### src/rtl/branch_unit_if.sv
// rtl/branch_unit_if.sv - next-PC redirect handshake between the branch unit and fetch
//
// Purpose: carries one redirect request from the branch unit to fetch.
// Signals:
//   jump_valid   branch unit -> fetch   redirect request pending
//   jump_target  branch unit -> fetch   next PC
//   jump_taken   branch unit -> fetch   1 = taken branch or JALR
//   jump_ack     fetch -> branch unit   fetch accepts the request this cycle
// Modports: master = branch unit side, slave = fetch side.

interface branch_unit_if #(
    parameter int XLEN = 32
);
    logic            jump_valid;
    logic [XLEN-1:0] jump_target;
    logic            jump_taken;
    logic            jump_ack;

    modport master (
        output jump_valid,
        output jump_target,
        output jump_taken,
        input  jump_ack
    );

    modport slave (
        input  jump_valid,
        input  jump_target,
        input  jump_taken,
        output jump_ack
    );
endinterface

### src/rtl/branch_unit.sv
// rtl/branch_unit.sv - branch/JALR resolution at the execution end of the branch reservation station
//
// Purpose: captures the station's held entry, waits for its operands to unlock,
// resolves the branch or JALR and hands the next PC to fetch over a
// valid/ack handshake. A redirect is issued for every entry, taken or not.
// Ports:
//   clk, rst        clock and synchronous active-high reset
//   rdy             global ready; 0 freezes all state and outputs
//   pc_in           entry PC
//   offset_in       sign-extended immediate
//   busy_in         station entry valid
//   op_in           branch op code
//   tagx_in/tagy_in operand tags (UNLOCKED = data valid)
//   datax_in/datay_in operand values, re-read live while waiting
//   busy_branch     1 = station must keep the entry
//   jmp             redirect handshake to fetch (master side)

module branch_unit #(
    parameter int            OP_W     = 6,
    parameter int            TAG_W    = 4,
    parameter int            XLEN     = 32,
    parameter logic [TAG_W-1:0] UNLOCKED = '0,
    parameter logic [OP_W-1:0]  OP_BEQ   = 6'd1,
    parameter logic [OP_W-1:0]  OP_BNE   = 6'd2,
    parameter logic [OP_W-1:0]  OP_BLT   = 6'd3,
    parameter logic [OP_W-1:0]  OP_BGE   = 6'd4,
    parameter logic [OP_W-1:0]  OP_BLTU  = 6'd5,
    parameter logic [OP_W-1:0]  OP_BGEU  = 6'd6,
    parameter logic [OP_W-1:0]  OP_JALR  = 6'd7
) (
    input  logic             clk,
    input  logic             rst,
    input  logic             rdy,
    input  logic [XLEN-1:0]  pc_in,
    input  logic [XLEN-1:0]  offset_in,
    input  logic             busy_in,
    input  logic [OP_W-1:0]  op_in,
    input  logic [TAG_W-1:0] tagx_in,
    input  logic [TAG_W-1:0] tagy_in,
    input  logic [XLEN-1:0]  datax_in,
    input  logic [XLEN-1:0]  datay_in,
    output logic             busy_branch,
    branch_unit_if.master    jmp
);

    typedef enum logic [1:0] {
        ST_IDLE = 2'd0,
        ST_WAIT = 2'd1,
        ST_EXEC = 2'd2,
        ST_REQ  = 2'd3
    } state_t;

    state_t          r_state;
    state_t          w_next_state;

    logic [XLEN-1:0] r_pc;
    logic [XLEN-1:0] r_off;
    logic [OP_W-1:0] r_op;
    logic [XLEN-1:0] r_x;
    logic [XLEN-1:0] r_y;

    logic            w_operands_ready;
    logic            w_taken;
    logic [XLEN-1:0] w_target;
    logic [XLEN-1:0] w_br_target;
    logic [XLEN-1:0] w_seq_target;
    logic [XLEN-1:0] w_jalr_sum;

    // JALR has no rs2, so its tagy is meaningless and must not stall it.
    assign w_operands_ready = (tagx_in == UNLOCKED) &&
                              ((r_op == OP_JALR) || (tagy_in == UNLOCKED));

    // State register
    always_ff @(posedge clk) begin
        if (rst) begin
            r_state <= ST_IDLE;
        end else if (rdy) begin
            r_state <= w_next_state;
        end
    end

    // Next-state logic
    always_comb begin
        w_next_state = r_state;
        case (r_state)
            ST_IDLE: if (busy_in)          w_next_state = ST_WAIT;
            ST_WAIT: if (w_operands_ready) w_next_state = ST_EXEC;
            ST_EXEC:                       w_next_state = ST_REQ;
            ST_REQ:  if (jmp.jump_ack)     w_next_state = ST_IDLE;
            default:                       w_next_state = ST_IDLE;
        endcase
    end

    // Resolution logic, evaluated from the latched entry during EXEC
    assign w_br_target  = r_pc + r_off;
    assign w_seq_target = r_pc + XLEN'(4);
    assign w_jalr_sum   = r_x + r_off;

    always_comb begin
        w_taken  = 1'b0;
        w_target = w_seq_target;
        case (r_op)
            OP_BEQ:  w_taken = (r_x == r_y);
            OP_BNE:  w_taken = (r_x != r_y);
            OP_BLT:  w_taken = ($signed(r_x) <  $signed(r_y));
            OP_BGE:  w_taken = ($signed(r_x) >= $signed(r_y));
            OP_BLTU: w_taken = (r_x <  r_y);
            OP_BGEU: w_taken = (r_x >= r_y);
            default: w_taken = 1'b0;
        endcase
        if (r_op == OP_JALR) begin
            w_taken  = 1'b1;
            w_target = {w_jalr_sum[XLEN-1:1], 1'b0};
        end else if (w_taken) begin
            w_target = w_br_target;
        end
    end

    // Entry latches and registered outputs
    always_ff @(posedge clk) begin
        if (rst) begin
            r_pc            <= '0;
            r_off           <= '0;
            r_op            <= '0;
            r_x             <= '0;
            r_y             <= '0;
            busy_branch     <= 1'b0;
            jmp.jump_valid  <= 1'b0;
            jmp.jump_target <= '0;
            jmp.jump_taken  <= 1'b0;
        end else if (rdy) begin
            case (r_state)
                ST_IDLE: begin
                    if (busy_in) begin
                        r_pc        <= pc_in;
                        r_off       <= offset_in;
                        r_op        <= op_in;
                        busy_branch <= 1'b1;
                    end
                end
                ST_WAIT: begin
                    // Operand data is only trusted on the cycle its tags unlock.
                    if (w_operands_ready) begin
                        r_x <= datax_in;
                        r_y <= datay_in;
                    end
                end
                ST_EXEC: begin
                    jmp.jump_target <= w_target;
                    jmp.jump_taken  <= w_taken;
                    jmp.jump_valid  <= 1'b1;
                end
                ST_REQ: begin
                    // busy_branch drops on the same edge as the ack so the
                    // station frees the entry only once fetch has the redirect.
                    if (jmp.jump_ack) begin
                        jmp.jump_valid <= 1'b0;
                        busy_branch    <= 1'b0;
                    end
                end
                default: ;
            endcase
        end
    end

endmodule

### src/flat_wrapper.sv
// flat-port wrapper written by rule: the top's interface ports become plain ports
module branch_unit_flat 
#(
    parameter int            OP_W     = 6,
    parameter int            TAG_W    = 4,
    parameter int            XLEN     = 32,
    parameter logic [TAG_W-1:0] UNLOCKED = '0,
    parameter logic [OP_W-1:0]  OP_BEQ   = 6'd1,
    parameter logic [OP_W-1:0]  OP_BNE   = 6'd2,
    parameter logic [OP_W-1:0]  OP_BLT   = 6'd3,
    parameter logic [OP_W-1:0]  OP_BGE   = 6'd4,
    parameter logic [OP_W-1:0]  OP_BLTU  = 6'd5,
    parameter logic [OP_W-1:0]  OP_BGEU  = 6'd6,
    parameter logic [OP_W-1:0]  OP_JALR  = 6'd7
)
  (clk, rst, rdy, pc_in, offset_in, busy_in, op_in, tagx_in, tagy_in, datax_in, datay_in, busy_branch, jmp_jump_valid, jmp_jump_target, jmp_jump_taken, jmp_jump_ack);
  branch_unit_if #(.XLEN(XLEN)) jmp_i ();
  input  logic clk;
  input  logic rst;
  input  logic rdy;
  input  logic [XLEN-1:0] pc_in;
  input  logic [XLEN-1:0] offset_in;
  input  logic busy_in;
  input  logic [OP_W-1:0] op_in;
  input  logic [TAG_W-1:0] tagx_in;
  input  logic [TAG_W-1:0] tagy_in;
  input  logic [XLEN-1:0] datax_in;
  input  logic [XLEN-1:0] datay_in;
  output logic busy_branch;
  output wire logic [$bits(jmp_i.jump_valid)-1:0] jmp_jump_valid;
  output wire logic [$bits(jmp_i.jump_target)-1:0] jmp_jump_target;
  output wire logic [$bits(jmp_i.jump_taken)-1:0] jmp_jump_taken;
  input wire logic [$bits(jmp_i.jump_ack)-1:0] jmp_jump_ack;
  assign jmp_jump_valid = jmp_i.jump_valid;
  assign jmp_jump_target = jmp_i.jump_target;
  assign jmp_jump_taken = jmp_i.jump_taken;
  assign jmp_i.jump_ack = jmp_jump_ack;
  branch_unit #(.OP_W(OP_W), .TAG_W(TAG_W), .XLEN(XLEN), .UNLOCKED(UNLOCKED), .OP_BEQ(OP_BEQ), .OP_BNE(OP_BNE), .OP_BLT(OP_BLT), .OP_BGE(OP_BGE), .OP_BLTU(OP_BLTU), .OP_BGEU(OP_BGEU), .OP_JALR(OP_JALR)) u_core (.clk(clk), .rst(rst), .rdy(rdy), .pc_in(pc_in), .offset_in(offset_in), .busy_in(busy_in), .op_in(op_in), .tagx_in(tagx_in), .tagy_in(tagy_in), .datax_in(datax_in), .datay_in(datay_in), .busy_branch(busy_branch), .jmp(jmp_i));
endmodule
### config.mk
export PLATFORM = sky130hd
export DESIGN_NAME = branch_unit_flat
export DESIGN_NICKNAME = d
export VERILOG_FILES = /design/src/rtl/branch_unit_if.sv /design/src/rtl/branch_unit.sv /design/src/flat_wrapper.sv
export SDC_FILE = /design/constraint.sdc
export NUM_CORES = 1
export LEC_CHECK = 0
export BUFFER_PORTS_ARGS = -buffer_cell sky130_fd_sc_hd__buf_4
export CAP_MARGIN = 40
export CORE_ASPECT_RATIO = 0.6
export CORE_MARGIN = 2
export CORE_UTILIZATION = 34
export DETAILED_ROUTE_END_ITERATION = 6
export SKIP_CTS_REPAIR_TIMING = 1
export SLEW_MARGIN = 20
export SYNTH_ARGS = -nofsm -noshare
export SYNTH_HDL_FRONTEND = slang
export SYNTH_SLANG_ARGS = --single-unit
### constraint.sdc
create_clock -name clk -period 4.89 [get_ports clk]
set_input_delay 0.7335 -clock clk [delete_from_list [all_inputs] [get_ports clk]]
set_output_delay 0.7335 -clock clk [all_outputs]
set_load 0.05 [all_outputs]
# Word level (Yosys, flattened, before mapping)
# Cells that the tools add are included.
# totals
out_inout_bits,35
latch_bits,0
register_bits,171
ramBits,0
rom_bits,0
elab_cells,57
n_memories,0
input_bits,147
# classes
order_cmp,4
n_bitwise,0
mul,0
div,0
reduce_logical,13
addsub,3
n_eq_ne,15
mux,12
shift,0
# ops
operator,n
adder 32 bit,2
greater-or-equal comparator 32 bit,2
less-than comparator 32 bit,2
2-to-1 mux 32 bit,2
"adder 32 x 3 -> 32 bit, second input constant",1
== test 32 bit,1
!= test 32 bit,1
"== test 6 x 3 -> 1 bit, second input constant",4
"== test 6 x 2 -> 1 bit, second input constant",2
AND reduction 3 bit,3
zero test 4 bit,2
one-hot mux 2 bit (4 select lines),1
AND reduction 4 bit,2
"== test 6 x 1 -> 1 bit, second input constant",1
2-to-1 mux 2 bit,3
one-hot mux 1 bit (6 select lines),1
"== test 2 bit, second input constant",2
"!= test 2 bit, second input constant",2
one-hot mux 1 bit (2 select lines),2
nonzero test 2 bit,2
2-to-1 mux 1 bit,3
"== test 2 x 1 -> 1 bit, second input constant",1
zero test 2 bit,1
"!= test 2 x 1 -> 1 bit, second input constant",1
other kinds (3),3

# Depth between registers and ports, before layout
# logic_depth
word_depth,5
depth_mapped,13
mapped_depth_nobuf,13

# Worst setup path before layout
# No wires, ideal clock.
# synth_path
path_kind,register to register
startpoint,reg u_core.r_y[31]
endpoint,reg u_core.jmp.jump_target[23]
path_slack_ns,1.460
path_stages_with_launch,13
required_time_ns,4.804
synth_period_minus_slack_ns,3.430
t_arrival_ns,3.344
cell_sequence,dfxtp_1 -> inv_1 -> ha_1 -> nand4_1 -> or4_1 -> or4_1 -> mux2i_1 -> or2b_2 -> o31ai_4 -> buf_6 -> mux2i_1 -> a21oi_1 -> a211oi_1
# synth_between
elab_chain_len,4
# synth_lines
element,line,rtl
from (decl),branch_unit.sv:60,logic [XLEN-1:0] r_y;
from (signal assigned),branch_unit.sv:145,r_y <= datay_in;
"greater-or-equal comparator 32 bit, or another cell as far along",branch_unit.sv:108,OP_BGEU: w_taken = (r_x >= r_y);
one-hot mux 1 bit (6 select lines) *,branch_unit.sv:102,case (r_op)
2-to-1 mux 32 bit *,branch_unit.sv:114,end else if (w_taken) begin
2-to-1 mux 32 bit *,branch_unit.sv:111,if (r_op == OP_JALR) begin
to (signal assigned),branch_unit.sv:149,jmp.jump_target <= w_target;
to (decl),branch_unit_if.sv:21,"output jump_target,"
# Every way passes the cells marked *; elsewhere a longest branch is shown, timed or not.
# A chain may end at the register's enable or synchronous reset.

# Final worst setup path
# layout_path
startpoint,reg u_core.r_y[27]
endpoint,reg u_core.jmp.jump_target[30]
# Same word-level chain as after synthesis.

==> reports/results.ini <==
[hold_path]
hp-class = flip-flop to flip-flop
worstHoldStart = u_core.r_y[21]

[critical_path]
worst-path-buf-inv = 2
critPathSlowestCell = o31ai_4
end_kind = flip-flop
crit_top_cell = or4_1
cp_max_fo = 27
path_cells = inv_1 -> ha_1 -> nand4_1 -> or4_1 -> or4_1 -> mux2i_1 -> or2b_2 -> o31ai_4 -> buf_12 -> nand3_1 -> mux2_4 -> a211oi_2
startpoint_type = flip-flop
cpPeakStageDelay_ns = 0.68
cp.arrival_ns = 4.38
crit_family = simple AND/OR/NAND/NOR gates
crit_start = u_core.r_y[27]
timing.rr.start = u_core.r_y[27]
cp.required_ns = 5.27
crit_type = flip-flop to flip-flop

[sta]
grt_setup_unrepaired = no
fmax_mhz = 250
slew_headroom = 0.501
fin_crit_ns = 4.00
min_period_over_period = 0.819
setup_viol = 0
maxSlewViolCount = 0
tns_ns = 0
finalHoldViolCount = 0
worstMarginPinSlew_ns = 0.738
finClkSkew_ns = 0.0112

[global_route]
grt_overflow = 0
grt_pass1_wl_mm = 54.8
grt_antenna_before_repair = 0
grt_pass1_vias = 10200
grt_max_degree = 65
grt.total_usage = 0.207

[cts]
cts_root_buffer = clkbuf_16
clkLatencyLatePin_ns = 0.45
clockBufferDepth = 2
clkSinkCount = 171
cts.clk_slew.worst_paths_ns = 0.07
cts_buffers = 17
cts_tree = done
htreeDepth = 4

[routing]
drt-wirelength-per-cell_um = 17.2
drt_iter0_markers = 682
routed_wirelength_mm = 34.8
viasPerCell = 5.24
vias = 10600
drc = 0
ant_nets = 0
drt-pass1-iter-count = 5

[die]
rows = 50
die_area_mm2 = 0.0335
die_w_um = 235
die_height_um = 143
start_util = 0.348
io-pin-count = 182
core_mm2 = 0.0313

[logic_synthesis]
yosys.area.top_type_share = 0.314
async_flop_share = 0
yosysSeqAreaShare = 0.314
synth_area_leaders = dfxtp_1, ha_1, nand2_1, a21oi_1, xnor2_1
synth-edff-count = 0
syn_area_mm2 = 0.0109
yosysMostFrequentCell = nand2_1
syn_inst = 1444
synth_ff_type = dfxtp_1
synth_cell_types = 63
yosysWarningCount = 0
syn_area_per_cell_um2 = 7.55
synthTopCellsByCount = nand2_1, a21oi_1, dfxtp_1
syn-num-nets = 1691
synth-seq-cells = 171
synth_top_cell_by_area = dfxtp_1

[pwr]
switching_share = 0.280
p_comb_frac = 0.149
p_int_w = 0.00243
switchingPower_w = 0.000945
ir_worst_vdd_v = 0.000253
sequentialPowerShare = 0.443
power.density_mw_per_mm2 = 254
pwr-share-clk = 0.408
leakage_nw = 5.42

[placement]
hpwl_mm = 27.1
finalWeightedCongestion = 0.904
dpl-instance-area_mm2 = 0.0127
dp.cells = 1988
port_buffers = 181

[cells_and_area]
area_growth_pct = 21.6
final_area_mm2 = 0.0132
stdcell_count = 2021
diodes = 0
fin_util = 0.423
nets = 1839
drive_above_1_share = 0.153

[status]
run_status = finished clean

[flow_run]
maxCapViolCount = 0

[state kept, by name (all words and copies together), names as in the netlist]
register	count
u_core.jmp.jump_valid	1
u_core.r_op	6
u_core.r_x	32
u_core.busy_branch	1
u_core.r_off	32
u_core.jmp.jump_taken	1
u_core.r_pc	32
u_core.r_y	32
u_core.jmp.jump_target	32
u_core.r_state	2
[routing by layer]
layer | share of wire | global-route usage
met4 | 0.014 | 0.0536
met3 | 0.053 | 0.0410
met5 | 0 | 0
met2 | 0.44 | 0.329
met1 | 0.50 | 0.286
[worst min-delay path, delay by kind of cell, from the launching register on]
kind	cells	cell delay, ns
and+or+nand+nor	1	0.05
DFF	1	0.31
AOI/OAI and AO/OA	1	0.05
[layout by cell type (no fill, tap or decap), drive strengths merged, types with 6 or more instances in the layout]
master / instances
a21oi: 216
xor2: 39
nand3: 35
ha: 98
xnor2: 39
nor3: 33
o21ai: 38
or2: 7
clkbuf: 22
nand4: 18
buf: 198
dfxtp: 171
nor2b: 10
a21o: 26
o21bai: 6
a211oi: 27
nand2: 325
nand2b: 11
nor2: 79
and3: 14
a31oi: 10
or3: 6
inv: 56
mux2i: 22
o211ai: 14
[logic make-up (layout without fill, tap and decap cells)]
family,after synthesis,after routing,synth area share
xor gates and xnor gates,78,78,0.0627
DFF,171,171,0.314
muxes,25,25,0.0237
adders and majority gates,100,100,0.116
and+or+nand+nor,563,563,0.227
buffers and inverters,125,286,0.0464
AOI/OAI and AO/OA,382,382,0.210
[path summary, 6_finish.rpt]
kind         cells after the start  slack (ns)                    endpoint
min reg2reg                      2        0.46              u_core.r_y[21]
max reg2reg                     12        0.89  u_core.jmp.jump_target[30]
min                              2        0.46              u_core.r_y[21]
max                             12        0.89  u_core.jmp.jump_target[30]
[power by group through the flow]
stage / logic [W] / registers (W) / clock network, W
floorplan: 0.000285 / 0.00153 / 0
global placement: 0.000490 / 0.00153 / 0
detailed placement: 0.000498 / 0.00153 / 0
CTS: 0.000500 / 0.00149 / 0.00140
global route: 0.000552 / 0.00150 / 0.00146
finish: 0.000503 / 0.00149 / 0.00137
[through the flow]
step | setup slack (ns) | total power [W] | hold slack (ns)
after global routing | 0.661 | 0.00351 | 0.475
final | 0.886 | 0.00337 | 0.456
after CTS | 0.873 | 0.00339 | 0.455
after floorplan | 1.46 | 0.00182 | 0.436
after global placement | 0.956 | 0.00202 | 0.447
after detailed placement | 0.903 | 0.00202 | 0.446
[layout make-up]
cell class              count  area, um^2
repair buffers            198        1540
multi-input cells        1148        6980
inverters                  56         210
clock buffers              22         454
clock inverters            10         119
flip-flops and latches    171        3420
well taps                 416         520
fillers                  3260       18100
(Power assumes the default switching activity.)
